[config.mk]
export PLATFORM = sky130hd
export DESIGN_NAME = mc_control_fsm_flat
export DESIGN_NICKNAME = d
export VERILOG_FILES = /design/src/rtl/mc_control_fsm_if.sv /design/src/rtl/mc_control_fsm.sv /design/src/flat_wrapper.sv
export SDC_FILE = /design/constraint.sdc
export NUM_CORES = 1
export LEC_CHECK = 0
export CORE_MARGIN = 1.5
export CORE_UTILIZATION = 39
export DETAILED_ROUTE_END_ITERATION = 6
export GPL_TIMING_DRIVEN = 1
export PLACE_DENSITY = 0.86
export SETUP_SLACK_MARGIN = 0.15
export SLEW_MARGIN = 15
export SYNTH_ARGS = -nofsm -noshare
export SYNTH_HDL_FRONTEND = slang
export SYNTH_SLANG_ARGS = --single-unit
[constraint.sdc]
create_clock -name clock -period 2.1 [get_ports clock]
set_input_delay 0.21 -clock clock [delete_from_list [all_inputs] [get_ports clock]]
set_output_delay 0.21 -clock clock [all_outputs]
set_load 0.005 [all_outputs]
[src/rtl/mc_control_fsm_if.sv]
// Control bundle between the multi-cycle MIPS control FSM and its 8-bit datapath.
// The FSM side uses the master modport; the datapath side uses the slave modport.
interface mc_control_fsm_if;
  logic [5:0] opcode;
  logic [5:0] funct;
  logic       zero;
  logic       pc_en;
  logic [1:0] pc_src;
  logic       ior_d;
  logic       mem_write;
  logic       ir_write;
  logic       reg_write;
  logic       reg_dst;
  logic       mem_to_reg;
  logic       alu_src_a;
  logic [1:0] alu_src_b;
  logic [3:0] alu_op;
  logic       instr_done;
  logic       illegal;
  logic [3:0] state;

  modport master (
    input  opcode, funct, zero,
    output pc_en, pc_src, ior_d, mem_write, ir_write, reg_write, reg_dst,
           mem_to_reg, alu_src_a, alu_src_b, alu_op, instr_done, illegal, state
  );

  modport slave (
    output opcode, funct, zero,
    input  pc_en, pc_src, ior_d, mem_write, ir_write, reg_write, reg_dst,
           mem_to_reg, alu_src_a, alu_src_b, alu_op, instr_done, illegal, state
  );
endinterface

[src/rtl/mc_control_fsm.sv]
// Multi-cycle MIPS control unit: sequences fetch/decode/execute/memory/writeback
// and drives the 8-bit datapath mux selects, write enables and ALU op code.
module mc_control_fsm (
  input  logic             clock,
  input  logic             reset,
  mc_control_fsm_if.master ctrl
);

  typedef enum logic [3:0] {
    FETCH    = 4'd0,
    DECODE   = 4'd1,
    MEMADR   = 4'd2,
    MEMRD    = 4'd3,
    MEMWB    = 4'd4,
    MEMWR    = 4'd5,
    RTYPE_EX = 4'd6,
    RTYPE_WB = 4'd7,
    BEQ      = 4'd8,
    ADDI_EX  = 4'd9,
    ADDI_WB  = 4'd10,
    JUMP     = 4'd11
  } state_t;

  localparam logic [5:0] OP_RTYPE = 6'h00;
  localparam logic [5:0] OP_LW    = 6'h23;
  localparam logic [5:0] OP_SW    = 6'h2B;
  localparam logic [5:0] OP_BEQ   = 6'h04;
  localparam logic [5:0] OP_ADDI  = 6'h08;
  localparam logic [5:0] OP_J     = 6'h02;

  localparam logic [5:0] FN_ADD = 6'h20;
  localparam logic [5:0] FN_SUB = 6'h22;
  localparam logic [5:0] FN_AND = 6'h24;
  localparam logic [5:0] FN_OR  = 6'h25;
  localparam logic [5:0] FN_NOR = 6'h27;
  localparam logic [5:0] FN_SLT = 6'h2A;

  localparam logic [3:0] ALU_AND = 4'd0;
  localparam logic [3:0] ALU_OR  = 4'd1;
  localparam logic [3:0] ALU_ADD = 4'd2;
  localparam logic [3:0] ALU_SUB = 4'd6;
  localparam logic [3:0] ALU_SLT = 4'd7;
  localparam logic [3:0] ALU_NOR = 4'd12;

  state_t state_q, state_d;
  logic   is_load_q, is_load_d;

  logic       funct_legal;
  logic [3:0] rtype_alu_op;

  logic       pc_en_c;
  logic [1:0] pc_src_c;
  logic       ior_d_c;
  logic       mem_write_c;
  logic       ir_write_c;
  logic       reg_write_c;
  logic       reg_dst_c;
  logic       mem_to_reg_c;
  logic       alu_src_a_c;
  logic [1:0] alu_src_b_c;
  logic [3:0] alu_op_c;
  logic       instr_done_c;
  logic       illegal_c;

  // lw/sw choice is captured in DECODE so opcode is never looked at in MEMADR.
  always_ff @(posedge clock) begin
    if (reset) begin
      state_q   <= FETCH;
      is_load_q <= 1'b0;
    end else begin
      state_q   <= state_d;
      is_load_q <= is_load_d;
    end
  end

  always_comb begin
    funct_legal  = 1'b1;
    rtype_alu_op = 4'd0;
    case (ctrl.funct)
      FN_ADD:  rtype_alu_op = ALU_ADD;
      FN_SUB:  rtype_alu_op = ALU_SUB;
      FN_AND:  rtype_alu_op = ALU_AND;
      FN_OR:   rtype_alu_op = ALU_OR;
      FN_NOR:  rtype_alu_op = ALU_NOR;
      FN_SLT:  rtype_alu_op = ALU_SLT;
      default: funct_legal  = 1'b0;
    endcase
  end

  always_comb begin
    state_d      = FETCH;
    is_load_d    = is_load_q;
    pc_en_c      = 1'b0;
    pc_src_c     = 2'b00;
    ior_d_c      = 1'b0;
    mem_write_c  = 1'b0;
    ir_write_c   = 1'b0;
    reg_write_c  = 1'b0;
    reg_dst_c    = 1'b0;
    mem_to_reg_c = 1'b0;
    alu_src_a_c  = 1'b0;
    alu_src_b_c  = 2'b00;
    alu_op_c     = 4'd0;
    instr_done_c = 1'b0;
    illegal_c    = 1'b0;

    case (state_q)
      FETCH: begin
        ir_write_c  = 1'b1;
        alu_src_b_c = 2'b01;
        alu_op_c    = ALU_ADD;
        pc_src_c    = 2'b00;
        pc_en_c     = 1'b1;
        state_d     = DECODE;
      end
      DECODE: begin
        alu_src_b_c = 2'b11;
        alu_op_c    = ALU_ADD;
        case (ctrl.opcode)
          OP_LW: begin
            state_d   = MEMADR;
            is_load_d = 1'b1;
          end
          OP_SW: begin
            state_d   = MEMADR;
            is_load_d = 1'b0;
          end
          OP_RTYPE: begin
            if (funct_legal) state_d   = RTYPE_EX;
            else             illegal_c = 1'b1;
          end
          OP_BEQ:  state_d   = BEQ;
          OP_ADDI: state_d   = ADDI_EX;
          OP_J:    state_d   = JUMP;
          default: illegal_c = 1'b1;
        endcase
      end
      MEMADR: begin
        alu_src_a_c = 1'b1;
        alu_src_b_c = 2'b10;
        alu_op_c    = ALU_ADD;
        state_d     = is_load_q ? MEMRD : MEMWR;
      end
      MEMRD: begin
        ior_d_c = 1'b1;
        state_d = MEMWB;
      end
      MEMWB: begin
        reg_write_c  = 1'b1;
        mem_to_reg_c = 1'b1;
        instr_done_c = 1'b1;
      end
      MEMWR: begin
        ior_d_c      = 1'b1;
        mem_write_c  = 1'b1;
        instr_done_c = 1'b1;
      end
      RTYPE_EX: begin
        alu_src_a_c = 1'b1;
        alu_op_c    = rtype_alu_op;
        state_d     = RTYPE_WB;
      end
      RTYPE_WB: begin
        reg_write_c  = 1'b1;
        reg_dst_c    = 1'b1;
        instr_done_c = 1'b1;
      end
      BEQ: begin
        alu_src_a_c  = 1'b1;
        alu_op_c     = ALU_SUB;
        pc_src_c     = 2'b01;
        pc_en_c      = ctrl.zero;
        instr_done_c = 1'b1;
      end
      ADDI_EX: begin
        alu_src_a_c = 1'b1;
        alu_src_b_c = 2'b10;
        alu_op_c    = ALU_ADD;
        state_d     = ADDI_WB;
      end
      ADDI_WB: begin
        reg_write_c  = 1'b1;
        instr_done_c = 1'b1;
      end
      JUMP: begin
        pc_src_c     = 2'b10;
        pc_en_c      = 1'b1;
        instr_done_c = 1'b1;
      end
      default: state_d = FETCH;
    endcase
  end

  // Reset blanks every output immediately, before the synchronous edge lands.
  assign ctrl.pc_en      = reset ? 1'b0  : pc_en_c;
  assign ctrl.pc_src     = reset ? 2'b00 : pc_src_c;
  assign ctrl.ior_d      = reset ? 1'b0  : ior_d_c;
  assign ctrl.mem_write  = reset ? 1'b0  : mem_write_c;
  assign ctrl.ir_write   = reset ? 1'b0  : ir_write_c;
  assign ctrl.reg_write  = reset ? 1'b0  : reg_write_c;
  assign ctrl.reg_dst    = reset ? 1'b0  : reg_dst_c;
  assign ctrl.mem_to_reg = reset ? 1'b0  : mem_to_reg_c;
  assign ctrl.alu_src_a  = reset ? 1'b0  : alu_src_a_c;
  assign ctrl.alu_src_b  = reset ? 2'b00 : alu_src_b_c;
  assign ctrl.alu_op     = reset ? 4'd0  : alu_op_c;
  assign ctrl.instr_done = reset ? 1'b0  : instr_done_c;
  assign ctrl.illegal    = reset ? 1'b0  : illegal_c;
  assign ctrl.state      = reset ? 4'd0  : state_q;

endmodule
[src/flat_wrapper.sv]
// flat-port wrapper written by rule: the top's interface ports become plain ports
module mc_control_fsm_flat 
  (clock, reset, ctrl_opcode, ctrl_funct, ctrl_zero, ctrl_pc_en, ctrl_pc_src, ctrl_ior_d, ctrl_mem_write, ctrl_ir_write, ctrl_reg_write, ctrl_reg_dst, ctrl_mem_to_reg, ctrl_alu_src_a, ctrl_alu_src_b, ctrl_alu_op, ctrl_instr_done, ctrl_illegal, ctrl_state);
  mc_control_fsm_if ctrl_i ();
  input  logic clock;
  input  logic reset;
  input wire logic [$bits(ctrl_i.opcode)-1:0] ctrl_opcode;
  input wire logic [$bits(ctrl_i.funct)-1:0] ctrl_funct;
  input wire logic [$bits(ctrl_i.zero)-1:0] ctrl_zero;
  output wire logic [$bits(ctrl_i.pc_en)-1:0] ctrl_pc_en;
  output wire logic [$bits(ctrl_i.pc_src)-1:0] ctrl_pc_src;
  output wire logic [$bits(ctrl_i.ior_d)-1:0] ctrl_ior_d;
  output wire logic [$bits(ctrl_i.mem_write)-1:0] ctrl_mem_write;
  output wire logic [$bits(ctrl_i.ir_write)-1:0] ctrl_ir_write;
  output wire logic [$bits(ctrl_i.reg_write)-1:0] ctrl_reg_write;
  output wire logic [$bits(ctrl_i.reg_dst)-1:0] ctrl_reg_dst;
  output wire logic [$bits(ctrl_i.mem_to_reg)-1:0] ctrl_mem_to_reg;
  output wire logic [$bits(ctrl_i.alu_src_a)-1:0] ctrl_alu_src_a;
  output wire logic [$bits(ctrl_i.alu_src_b)-1:0] ctrl_alu_src_b;
  output wire logic [$bits(ctrl_i.alu_op)-1:0] ctrl_alu_op;
  output wire logic [$bits(ctrl_i.instr_done)-1:0] ctrl_instr_done;
  output wire logic [$bits(ctrl_i.illegal)-1:0] ctrl_illegal;
  output wire logic [$bits(ctrl_i.state)-1:0] ctrl_state;
  assign ctrl_i.opcode = ctrl_opcode;
  assign ctrl_i.funct = ctrl_funct;
  assign ctrl_i.zero = ctrl_zero;
  assign ctrl_pc_en = ctrl_i.pc_en;
  assign ctrl_pc_src = ctrl_i.pc_src;
  assign ctrl_ior_d = ctrl_i.ior_d;
  assign ctrl_mem_write = ctrl_i.mem_write;
  assign ctrl_ir_write = ctrl_i.ir_write;
  assign ctrl_reg_write = ctrl_i.reg_write;
  assign ctrl_reg_dst = ctrl_i.reg_dst;
  assign ctrl_mem_to_reg = ctrl_i.mem_to_reg;
  assign ctrl_alu_src_a = ctrl_i.alu_src_a;
  assign ctrl_alu_src_b = ctrl_i.alu_src_b;
  assign ctrl_alu_op = ctrl_i.alu_op;
  assign ctrl_instr_done = ctrl_i.instr_done;
  assign ctrl_illegal = ctrl_i.illegal;
  assign ctrl_state = ctrl_i.state;
  mc_control_fsm u_core (.clock(clock), .reset(reset), .ctrl(ctrl_i));
endmodule
# ---- After elaboration in Yosys (flattened, before gate mapping)
# Cells that the tools add are included.
dict set report totals {
  wordCells 74
  input_bits 15
  regBits 5
  romBits 0
  out_inout_bits 22
  latchBits 0
  mem_count 0
  mem_bits_rw 0
}
dict set report classes {
  n_eq_ne 22
  bitwise_logic 0
  n_div 0
  reduce_logical 14
  n_addsub 0
  muxes 36
  shifts 0
  n_lt_le_gt_ge 0
  mul 0
}
# operator n
set op_table {}
lappend op_table {{equality test 6 bit, second input constant} 8}
lappend op_table {{case mux 4 bit (5 select lines)} 2}
lappend op_table {{case mux 4 bit (6 select lines)} 1}
lappend op_table {{2-to-1 mux 1 bit} 21}
lappend op_table {{equality test 4 x 3 -> 1 bit, second input constant} 4}
lappend op_table {{equality test 4 bit, second input constant} 4}
lappend op_table {{case mux 4 bit (3 select lines)} 1}
lappend op_table {{OR reduction 6 bit} 2}
lappend op_table {{equality test 4 x 2 -> 1 bit, second input constant} 2}
lappend op_table {{2-to-1 mux 4 bit} 2}
lappend op_table {{OR reduction 2 bit} 4}
lappend op_table {{OR reduction 4 bit} 2}
lappend op_table {{equality test 6 x 2 -> 1 bit, second input constant} 1}
lappend op_table {{equality test 6 x 3 -> 1 bit, second input constant} 1}
lappend op_table {{equality test 6 x 4 -> 1 bit, second input constant} 1}
lappend op_table {{logical NOT 6 bit} 1}
lappend op_table {{2-to-1 mux 3 bit} 2}
lappend op_table {{case mux 1 bit (2 select lines)} 3}
lappend op_table {{case mux 2 bit (3 select lines)} 1}
lappend op_table {{OR reduction 5 bit} 1}
lappend op_table {{equality test 4 x 1 -> 1 bit, second input constant} 1}
lappend op_table {{logical NOT 4 bit} 1}
lappend op_table {{2-to-1 mux 2 bit} 2}
lappend op_table {{case mux 2 bit (2 select lines)} 1}
lappend op_table {{other kinds (3)} 3}

# ---- Longest topological paths before layout
# Gate-level depths: netlist of the first run.
dict set report logic_depth {
  ltp_word 7
  mapped_depth 5
  depth_no_buf 4
}

# ---- Worst setup path after synthesis of the first run
# No wires, ideal clock.
dict set report synth_path {
  path_type {reg-to-reg}
  start {reg u_core.state_q[1]}
  end {reg u_core.state_q[2]}
  path_stages_with_launch 5
  arrival_ns 1.550
  slack_ns 0.464
  synth_period_minus_slack_ns 1.636
  cell_sequence {dfxtp_1 -> nand2b_2 -> or4_4 -> or3_1 -> a221oi_2}
}
dict set report synth_via {
  elab_chain_cells 2
}
# element line
set synth_rtl {}
lappend synth_rtl {{from (decl)} mc_control_fsm.sv:45} ;# state_t state_q, state_d;
lappend synth_rtl {{from (signal assigned)} mc_control_fsm.sv:71} ;# state_q <= state_d;
lappend synth_rtl {{equality test 4 bit, or another cell as far along} mc_control_fsm.sv:107} ;# case (state_q)
lappend synth_rtl {{case mux 4 bit (6 select lines) *} mc_control_fsm.sv:107}
# Every way passes the cells marked *; elsewhere a longest branch is shown, timed or not.
# A chain may end at the register's enable or synchronous reset.

# ---- Worst setup path in the final report of the first run
dict set report layout_path {
  start {reg u_core.state_q[1]}
  end {out ctrl_instr_done}
}
dict set report layout_via {
  elab_chain_cells 4
}
# element line
set layout_rtl {}
lappend layout_rtl {{equality test 4 x 3 -> 1 bit or equality test 4 bit (tied branches)} mc_control_fsm.sv:107}
lappend layout_rtl {{OR reduction 6 bit (no line) *} -}
lappend layout_rtl {{2-to-1 mux 1 bit *} mc_control_fsm.sv:107}
lappend layout_rtl {{2-to-1 mux 1 bit *} mc_control_fsm.sv:206} ;# assign ctrl.instr_done = reset ? 1'b0 : instr_done_c;
lappend layout_rtl {{to (decl)} flat_wrapper.sv:21} ;# output wire logic [$bits(ctrl_i.instr_done)-1:0] ctrl_instr_done;
# Marks and branches as above.

==> flow_summary.json, run 1 <==
{
  "status": "finished clean",
  "cts_root_buffer": "clkbuf_4",
  "synth_seq_cells": 5,
  "fillerInstances": 83,
  "ys_async_sr_fraction_pct": 0,
  "final_net_count": 189,
  "vdd_drop_max_mv": 0.2591,
  "numCtsBuffers": 3,
  "core_region_area_mm2": 0.001708,
  "layout-drive-gt1-share_pct": 35.26,
  "netlist_instances": 108,
  "wl_um": 2894,
  "grtUsageTotal_pct": 27.25,
  "cts_num_sinks": 5,
  "cp.arrival_ns": 1.77,
  "period_share_pct": 94.09,
  "synth_fp_nets": 123,
  "drt_pass1_iterations": 4,
  "rows": 15,
  "avgSynthCellArea_um2": 6.511,
  "yosys-top-cells-area": "dfxtp_1, nor2_1, nor3_1, nand2_1, nor2b_1",
  "stdcell_count": 198,
  "vias_per_cell": 5.657,
  "crit_type": "flop to output port",
  "gp_congestion": 0.8477,
  "crit_fanout": 8,
  "die_h_um": 45.46,
  "antenna_cells": 0,
  "yosys.area.top_type": "dfxtp_1",
  "hp-class": "input pin to flop",
  "worst_pin_slew_ns": 0.4071,
  "synthFlopType": "dfxtp_1",
  "layout_commonest_cell": "buf_4",
  "cts_tree": "yes",
  "total_power_mw": 0.3684,
  "area_growth_pct": 103.4,
  "syn-cell-area_um2": 703.2,
  "holdBufCountCts": 0,
  "grt_pass1_wl_um": 4084,
  "hold_viol_final": 0,
  "drtIter0Drc": 33,
  "synth.yosys.seq_area_share_pct": 14.23,
  "ant_nets": 0,
  "die-area_mm2": 0.002067,
  "initial_core_util_pct": 41.17,
  "path_clk_slew_ns": 0.04,
  "power_density_mw_per_mm2": 257.6,
  "worstSetupEndpointType": "output port",
  "wl_per_cell_um": 14.62,
  "relSlewSlack_pct": 72.51,
  "tns_ns": 0,
  "placement.io_buffers": 36,
  "crit_required_ns": 1.89,
  "synth_top_area_share_pct": 14.23,
  "ctsHtreeMaxLevel": 1,
  "min_period_ns": 1.976,
  "drv_slew": 0,
  "synth_cell_types": 39,
  "grt_pass1_vias": 959,
  "clk_latency_ns": 0.25,
  "rrSetupSlack_ns": 0.17,
  "max-cap-violations": 0,
  "mostFrequentLayoutCells": "buf_4, clkdlybuf4s50_1, nor2_1, nand2_1, dlygate4sd2_1",
  "start_kind": "flop",
  "drc": 0,
  "ioPinCount": 37,
  "dp_hpwl_um": 1844,
  "grt_max_degree": 18,
  "setup_violations": 0,
  "synth_edf_count": 0,
  "power_leakage_nw": 0.6575,
  "clk_path_buf_depth": 2,
  "ys_warn_count": 0,
  "die_x_um": 45.46,
  "rsz0062_at_grt": "yes",
  "fin_skew_ns": 0.002747,
  "vias": 1120,
  "timing.fmax_mhz": 506.1,
  "placed_cells": 185,
  "grt.overflow.total": 0,
  "grt_antenna_before_repair": 0
}
[area by class of cell]
cell class | instances | area [µm²] | area share, %
clock buffers | 4 | 26.28 | 1.837
inverters | 4 | 15.01 | 1.050
multi-input cells | 91 | 630.6 | 44.09
flip-flops and latches | 5 | 103.9 | 7.262
well taps | 25 | 31.28 | 2.187
repair buffers | 69 | 623.1 | 43.57
[what timing repair did]
| item | CTS | global route |
|---|---|---|
| pin swaps | 4 | 5 |
| gates resized for setup | 32 | 17 |
| setup endpoints to repair | 18 | 16 |
| setup buffers | 7 | 2 |
[state kept, by name, summed over array words and instances (netlist names)]
name	flops
u_core.is_load_q	1
u_core.state_q	4
[report_power, final]
| part | total, mW | internal, mW | leakage [nW] | switching, mW |
|---|---|---|---|---|
| Combinational | 0.152 | 0.0863 | 0.601 | 0.0656 |
| Sequential | 0.103 | 0.0977 | 0.0418 | 0.00538 |
| Clock | 0.113 | 0.0720 | 0.0150 | 0.0414 |
| Total | 0.368 | 0.256 | 0.657 | 0.112 |
[cells by family after synthesis]
kind of cell	after synthesis	share of synthesized area [%]
buffers and inverters	12	6.405
XOR/XNOR	3	3.737
AND/OR/NAND/NOR	60	48.23
flip-flops	5	14.24
adder cells (fa/ha/maj)	1	1.424
AO/OA/AOI/OAI	27	25.98
[path summary, 6_finish.rpt]
path	end	start	cells past startpoint
hold / removal	u_core.is_load_q	reset	3
hold reg to reg	u_core.is_load_q	u_core.is_load_q	2
setup / recovery	ctrl_instr_done	u_core.state_q[1]	4
setup reg to reg	u_core.state_q[2]	u_core.state_q[2]	6
[per-layer routing]
metal	GRT usage [%]	vias to the layer above	wire length, µm
met5	0	-	0
met4	14.12	0	62
met3	6.349	10	194
met2	49.86	69	1496
met1	28.27	514	1141
li1	-	527	-
[worst max-delay path, stage by stage (launching register included)]
cell and delay (ns):
dfxtp_2 0.40, nand2b_4 0.20, a21o_1 0.20, and3_1 0.21, clkdlybuf4s50_1 0.51
[synthesized netlist by cell type (3+ instances only)]
master	n
o21ai_0	6
a31oi_1	4
clkbuf_1	7
inv_1	4
a21oi_1	4
nor4b_1	3
dfxtp_1	5
nor3_1	8
nand2b_1	3
nor2_1	12
nor2b_1	6
nand2_1	10
a211oi_1	3
[metrics by stage]
step	utilization, %	cell area (µm²)	setup slack (ns)	hold WS (ns)
6_report	83.74	1430	0.1240	0.4180
5_1_grt	83.74	1430	0.1062	0.4331
4_1_cts	80.07	1368	0.04653	0.5141
3_5_place_dp	72.89	1245	-0.1932	0.5093
3_3_place_gp	72.89	1245	-0.1818	0.4878
2_1_floorplan	-	703.2	0.4641	0.4672
Power figures use the tool's default switching activity.
==> inputs of run 2 (changes only) <==
Settings changed: CORE_UTILIZATION 39 to 40, CTS_BUF_LIST set to sky130_fd_sc_hd__clkbuf_8, PLACE_DENSITY 0.86 to 0.87, RECOVER_POWER set to 100.
==> flow_summary.json, run 2 (synthesis gave the netlist of run 1 again) <==
{
  "status": "finished clean",
  "mostFrequentLayoutCells": "buf_4, clkdlybuf4s50_1, dlygate4sd2_1, nor2_1, nand2_1",
  "setup_violations": 0,
  "crit_type": "flop to output port",
  "grt_pass1_wl_um": 4747,
  "vias_per_cell": 6.554,
  "ant_nets": 0,
  "cp.arrival_ns": 1.79,
  "antenna_cells": 0,
  "tns_ns": 0,
  "stdcell_count": 184,
  "fin_skew_ns": 0.002776,
  "layout_commonest_cell": "buf_4",
  "relSlewSlack_pct": 69.90,
  "grt_pass1_vias": 1080,
  "crit_required_ns": 1.89,
  "vdd_drop_max_mv": 0.2812,
  "fin_ws_ns": 0.09904,
  "area_growth_pct": 92.53,
  "reg2reg_depth": 5,
  "rsz0062_at_grt": "no",
  "cts_root_buffer": "clkbuf_8",
  "power_leakage_nw": 0.6238,
  "die-area_mm2": 0.002018,
  "grt.overflow.total": 0,
  "slowest_stage": "dlygate4sd3_1",
  "ioPinCount": 37,
  "numCtsBuffers": 3,
  "cts_num_sinks": 5,
  "gp_congestion": 0.8269,
  "crit_chain": "buf_6 -> buf_4 -> a21o_1 -> and3_1 -> dlygate4sd3_1",
  "start_kind": "flop",
  "rows": 14,
  "grt_max_degree": 19,
  "wl_per_cell_um": 18.63,
  "drtIter0Drc": 66,
  "placement.io_buffers": 36,
  "largest_register": "u_core.state_q",
  "cpPeakStageDelay_ns": 0.57,
  "crit_fanout": 8,
  "worst_pin_slew_ns": 0.4457,
  "drv_slew": 0,
  "cts_tree": "yes",
  "r2r_end": "u_core.state_q[2]",
  "layout-drive-gt1-share_pct": 26.19,
  "clk_latency_ns": 0.22,
  "holdBufCountCts": 0,
  "final_net_count": 184,
  "path_clk_slew_ns": 0.04,
  "power_density_mw_per_mm2": 313.4,
  "min_period_ns": 2.001,
  "initial_core_util_pct": 44.60,
  "min_to": "u_core.is_load_q",
  "drt_pass1_iterations": 5,
  "r2r_start": "u_core.state_q[3]",
  "grtUsageTotal_pct": 32.43,
  "grt_antenna_before_repair": 0,
  "hp-class": "flop to flop",
  "timing.hold.ws_ns": 0.5460,
  "die_h_um": 44.93,
  "core_region_area_mm2": 0.001577,
  "timing.fmax_mhz": 499.8,
  "dp_hpwl_um": 1945,
  "total_power_mw": 0.4242,
  "fin_area_mm2": 0.001354,
  "largestRegisters": "u_core.state_q x4, u_core.is_load_q x1",
  "vias": 1206,
  "period_share_pct": 95.28,
  "hold_viol_final": 0,
  "clk_path_buf_depth": 2,
  "placed_area_mm2": 0.001211,
  "largest_register_ff_count": 4,
  "fillerInstances": 93,
  "hp-start": "u_core.is_load_q",
  "die_x_um": 44.93,
  "placed_cells": 173,
  "rrSetupSlack_ns": 0.12,
  "max-cap-violations": 0,
  "drc": 0,
  "worstSetupEndpointType": "output port",
  "wl_um": 3428,
  "dp_slack_ns": -0.2423,
  "utilization_pct": 85.87,
  "hold_depth": 2,
  "ctsHtreeMaxLevel": 1
}
## run 2: cell count changes in the layout (fill, tap and decap cells not counted), moves of 3 or more
cell             previous run  this run
buf_4                      28        23
dlygate4sd2_1               9        13
dfxtp_2                     3         0
clkbuf_8                    0         3
clkbuf_4                    3         0
clkdlybuf4s50_1            19        14
dlygate4sd3_1               0         3
## run 2: worst max-delay path by stage
stage / endpoint / slack (ns) / startpoint / cells after the start
floorplan: u_core.state_q[2] / 0.46 / u_core.state_q[1] / 4
detailed placement: ctrl_alu_op[2] / -0.24 / reset / 6
CTS: ctrl_alu_src_b[1] / 0.15 / u_core.state_q[3] / 4
global placement: ctrl_alu_op[2] / -0.18 / reset / 6
finish: ctrl_instr_done / 0.1 / u_core.state_q[2] / 5
global route: ctrl_instr_done / 0.09 / u_core.state_q[2] / 5
## run 2: critical path: cells and delay by family, from the launching register on
| family | cells | cell delay (ns) |
|---|---|---|
| compound gates | 1 | 0.20 |
| flops | 1 | 0.31 |
| simple gates | 1 | 0.20 |
| buf+inv | 3 | 0.84 |
## run 2: cell type report
cell class	count	area [µm²]	area share (%)
multi-input combinational	91	605.6	44.73
timing repair buffer	64	560.5	41.40
sequential	5	107.6	7.948
clock buffer	3	41.29	3.050
tap	16	20.02	1.479
inverter	4	15.01	1.109
clock inverter	1	3.754	0.2773
## run 2: per-layer routing
layer / vias to the layer above / routed length (µm) / track usage [%]
li1: 521 / - / -
met1: 546 / 1226 / 34.63
met2: 112 / 1692 / 58.57
met3: 27 / 316 / 5.200
met4: 0 / 192 / 20.00
met5: - / 0 / 0
## run 2: what timing repair did
item / CTS / global route
pin swaps: 4 / 2
endpoints found under the setup margin: 14 / 10
gates resized for setup: 31 / 13
setup buffers: 4 / 3
endpoints found under the hold margin: 0 / 0
## run 2: power by group
| group | internal, mW | switching, mW |
|---|---|---|
| Combinational | 0.0772 | 0.0689 |
| Sequential | 0.0964 | 0.00553 |
| Clock | 0.126 | 0.0506 |
| Total | 0.299 | 0.125 |
==> inputs of run 3 (changes only) <==
Settings changed: ABC_AREA set to 1, CORE_UTILIZATION 40 to 39.
==> flow_summary.json, run 3 <==
{
  "status": "complete, but fails checks",
  "violations": "DRC",
  "timing.fmax_mhz": 510.5,
  "period_share_pct": 93.29,
  "layout-drive-gt1-share_pct": 19.30,
  "crit_family": "buffers and inverters",
  "die_x_um": 44.43,
  "synth_top_area_share_pct": 16.82,
  "yosys-top-cells-area": "nor2_1, dfxtp_1, nand2_1, inv_1, nand3_1",
  "die_h_um": 44.43,
  "synth_fa_ha_area_share_pct": 0,
  "vdd_drop_max_mv": 0.5048,
  "relSlewSlack_pct": 68.01,
  "grt_pass1_vias": 893,
  "grt_antenna_before_repair": 0,
  "crit_chain": "clkdlybuf4s50_1 -> clkbuf_1 -> a31oi_1 -> dlygate4sd3_1",
  "min_period_ns": 1.959,
  "synth_seq_cells": 5,
  "drc": 4,
  "cts_num_sinks": 5,
  "dp_hpwl_um": 1657,
  "holdBufCountCts": 0,
  "crit_fanout": 11,
  "grt_pass1_wl_um": 3512,
  "largest_register_ff_count": 4,
  "synthFlopType": "dfxtp_1",
  "worst_pin_slew_ns": 0.4799,
  "ys_async_sr_fraction_pct": 0,
  "drt_pass1_iterations": 6,
  "total_power_mw": 0.3904,
  "ant_nets": 0,
  "ys_warn_count": 0,
  "cp.arrival_ns": 1.75,
  "die-area_mm2": 0.001974,
  "clk_latency_ns": 0.22,
  "cts_tree": "yes",
  "synth_compound_area_share_pct": 18.32,
  "cpPeakStageDelay_ns": 0.59,
  "setup_violations": 0,
  "muxShareOfSynthArea_pct": 0,
  "wl_per_cell_um": 11.15,
  "tns_ns": 0,
  "drv_slew": 0,
  "grtUsageTotal_pct": 22.79,
  "wl_um": 2085,
  "mostFrequentLayoutCells": "clkdlybuf4s50_1, nor2_1, nand2_1, inv_1, inv_2",
  "power_density_mw_per_mm2": 338.4,
  "slowest_stage": "dlygate4sd3_1",
  "area_growth_pct": 72.34,
  "synth_xor_area_share_pct": 0,
  "synth.yosys.seq_area_share_pct": 14.95,
  "synth_edf_count": 0,
  "syn-cell-area_um2": 669.4,
  "yosysMostFrequentCell": "nor2_1",
  "hold_viol_final": 0,
  "avgSynthCellArea_um2": 5.189,
  "vias": 1003,
  "timing.critical_path.buf_inv": 3,
  "fin_skew_ns": 0.0007345,
  "largestRegisters": "u_core.state_q x4, u_core.is_load_q x1",
  "vias_per_cell": 5.364,
  "final_net_count": 187,
  "grt_max_degree": 13,
  "rows": 14,
  "crit_required_ns": 1.89,
  "gp_congestion": 0.9345,
  "largest_register": "u_core.state_q",
  "cts_root_buffer": "clkbuf_8",
  "grt.overflow.total": 0,
  "start_kind": "input pin",
  "core_region_area_mm2": 0.001559,
  "max-cap-violations": 0,
  "yosys.area.top_type": "nor2_1",
  "layout_commonest_cell": "clkdlybuf4s50_1",
  "antenna_cells": 0,
  "synth_top_family_by_area": "simple AND/OR/NAND/NOR gates",
  "synth_cell_types": 19,
  "ctsHtreeMaxLevel": 1,
  "hp-class": "flop to flop",
  "path_clk_slew_ns": 0.03,
  "synth.top_cells.by_count": "nor2_1, nand2_1, inv_1",
  "placement.io_buffers": 36,
  "initial_core_util_pct": 42.94,
  "crit_type": "input pin to output port",
  "clk_path_buf_depth": 2,
  "drtIter0Drc": 23,
  "rsz0062_at_grt": "yes",
  "synth_fp_nets": 144,
  "synthSimpleGateAreaFrac_pct": 52.15,
  "power_leakage_nw": 0.5668,
  "ioPinCount": 37,
  "numCtsBuffers": 3,
  "utilization_pct": 74.00,
  "netlist_instances": 129,
  "worstSetupEndpointType": "output port"
}
## run 3: changes by cell type in the layout (fill, tap and decap cells not counted), moves of 6 or more
cell,previous run,this run
buf_4,23,2
clkdlybuf4s50_1,14,25
dlygate4sd2_1,13,4
inv_1,4,16
inv_2,1,9
nand2_1,9,23
nand3_1,0,8
nor2_1,12,24
nor2_2,0,7
nor2_4,0,6
## run 3: per-layer routing
layer / GRT usage [%] / part of all wire (%) / wire length (µm) / vias to the layer above
met3: 3.265 / 6.5 / 135 / 2
met2: 42.06 / 51 / 1066 / 50
li1: - / - / - / 502
met4: 6.061 / 0.77 / 16 / 0
met5: 0 / 0 / 0 / -
met1: 27.23 / 42 / 866 / 449
## run 3: worst register-to-register path: stages, from the launching register on
cell     delay, ns
dfxtp_2       0.35
nor2_1        0.05
inv_1         0.22
nor2_4        0.07
inv_2         0.10
nor2_1        0.05
nor3_1        0.18
a21oi_2       0.09
## run 3: layout make-up
type | count | area (µm²)
multi-input combinational | 98 | 504.2
fill | 129 | 405.4
timing repair buffer | 40 | 390.4
sequential | 5 | 103.9
inverter | 24 | 90.09
clock buffer | 3 | 41.29
tap | 16 | 20.02
clock inverter | 1 | 3.754
## run 3: path summary, 6_finish.rpt
path | start | end | slack, ns | cells past startpoint
setup / recovery | reset | ctrl_pc_en | 0.14 | 4
hold / removal | u_core.is_load_q | u_core.is_load_q | 0.55 | 2
setup reg to reg | u_core.state_q[2] | u_core.state_q[2] | 0.85 | 7
hold reg to reg | u_core.is_load_q | u_core.is_load_q | 0.55 | 2
## run 3: cell families after synthesis
kind of cell,count (synthesis)
AND/OR/NAND/NOR,77
buffers and inverters,26
AO/OA/AOI/OAI,21
flip-flops,5
## run 3: power breakdown
part	internal, mW	total (mW)	leakage [nW]	switching (mW)
clock	0.125	0.169	0.0269	0.0443
sequential	0.0985	0.103	0.0418	0.00425
combinational	0.0580	0.118	0.498	0.0603
## run 3: through the flow
step | std cells | instance area, µm² | hold WS, ns | worst slack, ns
2_1_floorplan | 129 | 669.4 | 0.3000 | 0.8761
3_3_place_gp | 182 | 1065 | 0.5354 | 0.03463
3_5_place_dp | 182 | 1065 | 0.5383 | 0.01302
4_1_cts | 187 | 1137 | 0.5451 | 0.1398
5_1_grt | 187 | 1154 | 0.5621 | 0.03996
6_report | 187 | 1154 | 0.5482 | 0.1410
## run 3: repair_timing
action / CTS / global route
pin swaps: 1 / 0
resized for setup: 13 / 13
buffers inserted: 1 / 0
endpoints found under the setup margin: 8 / 11
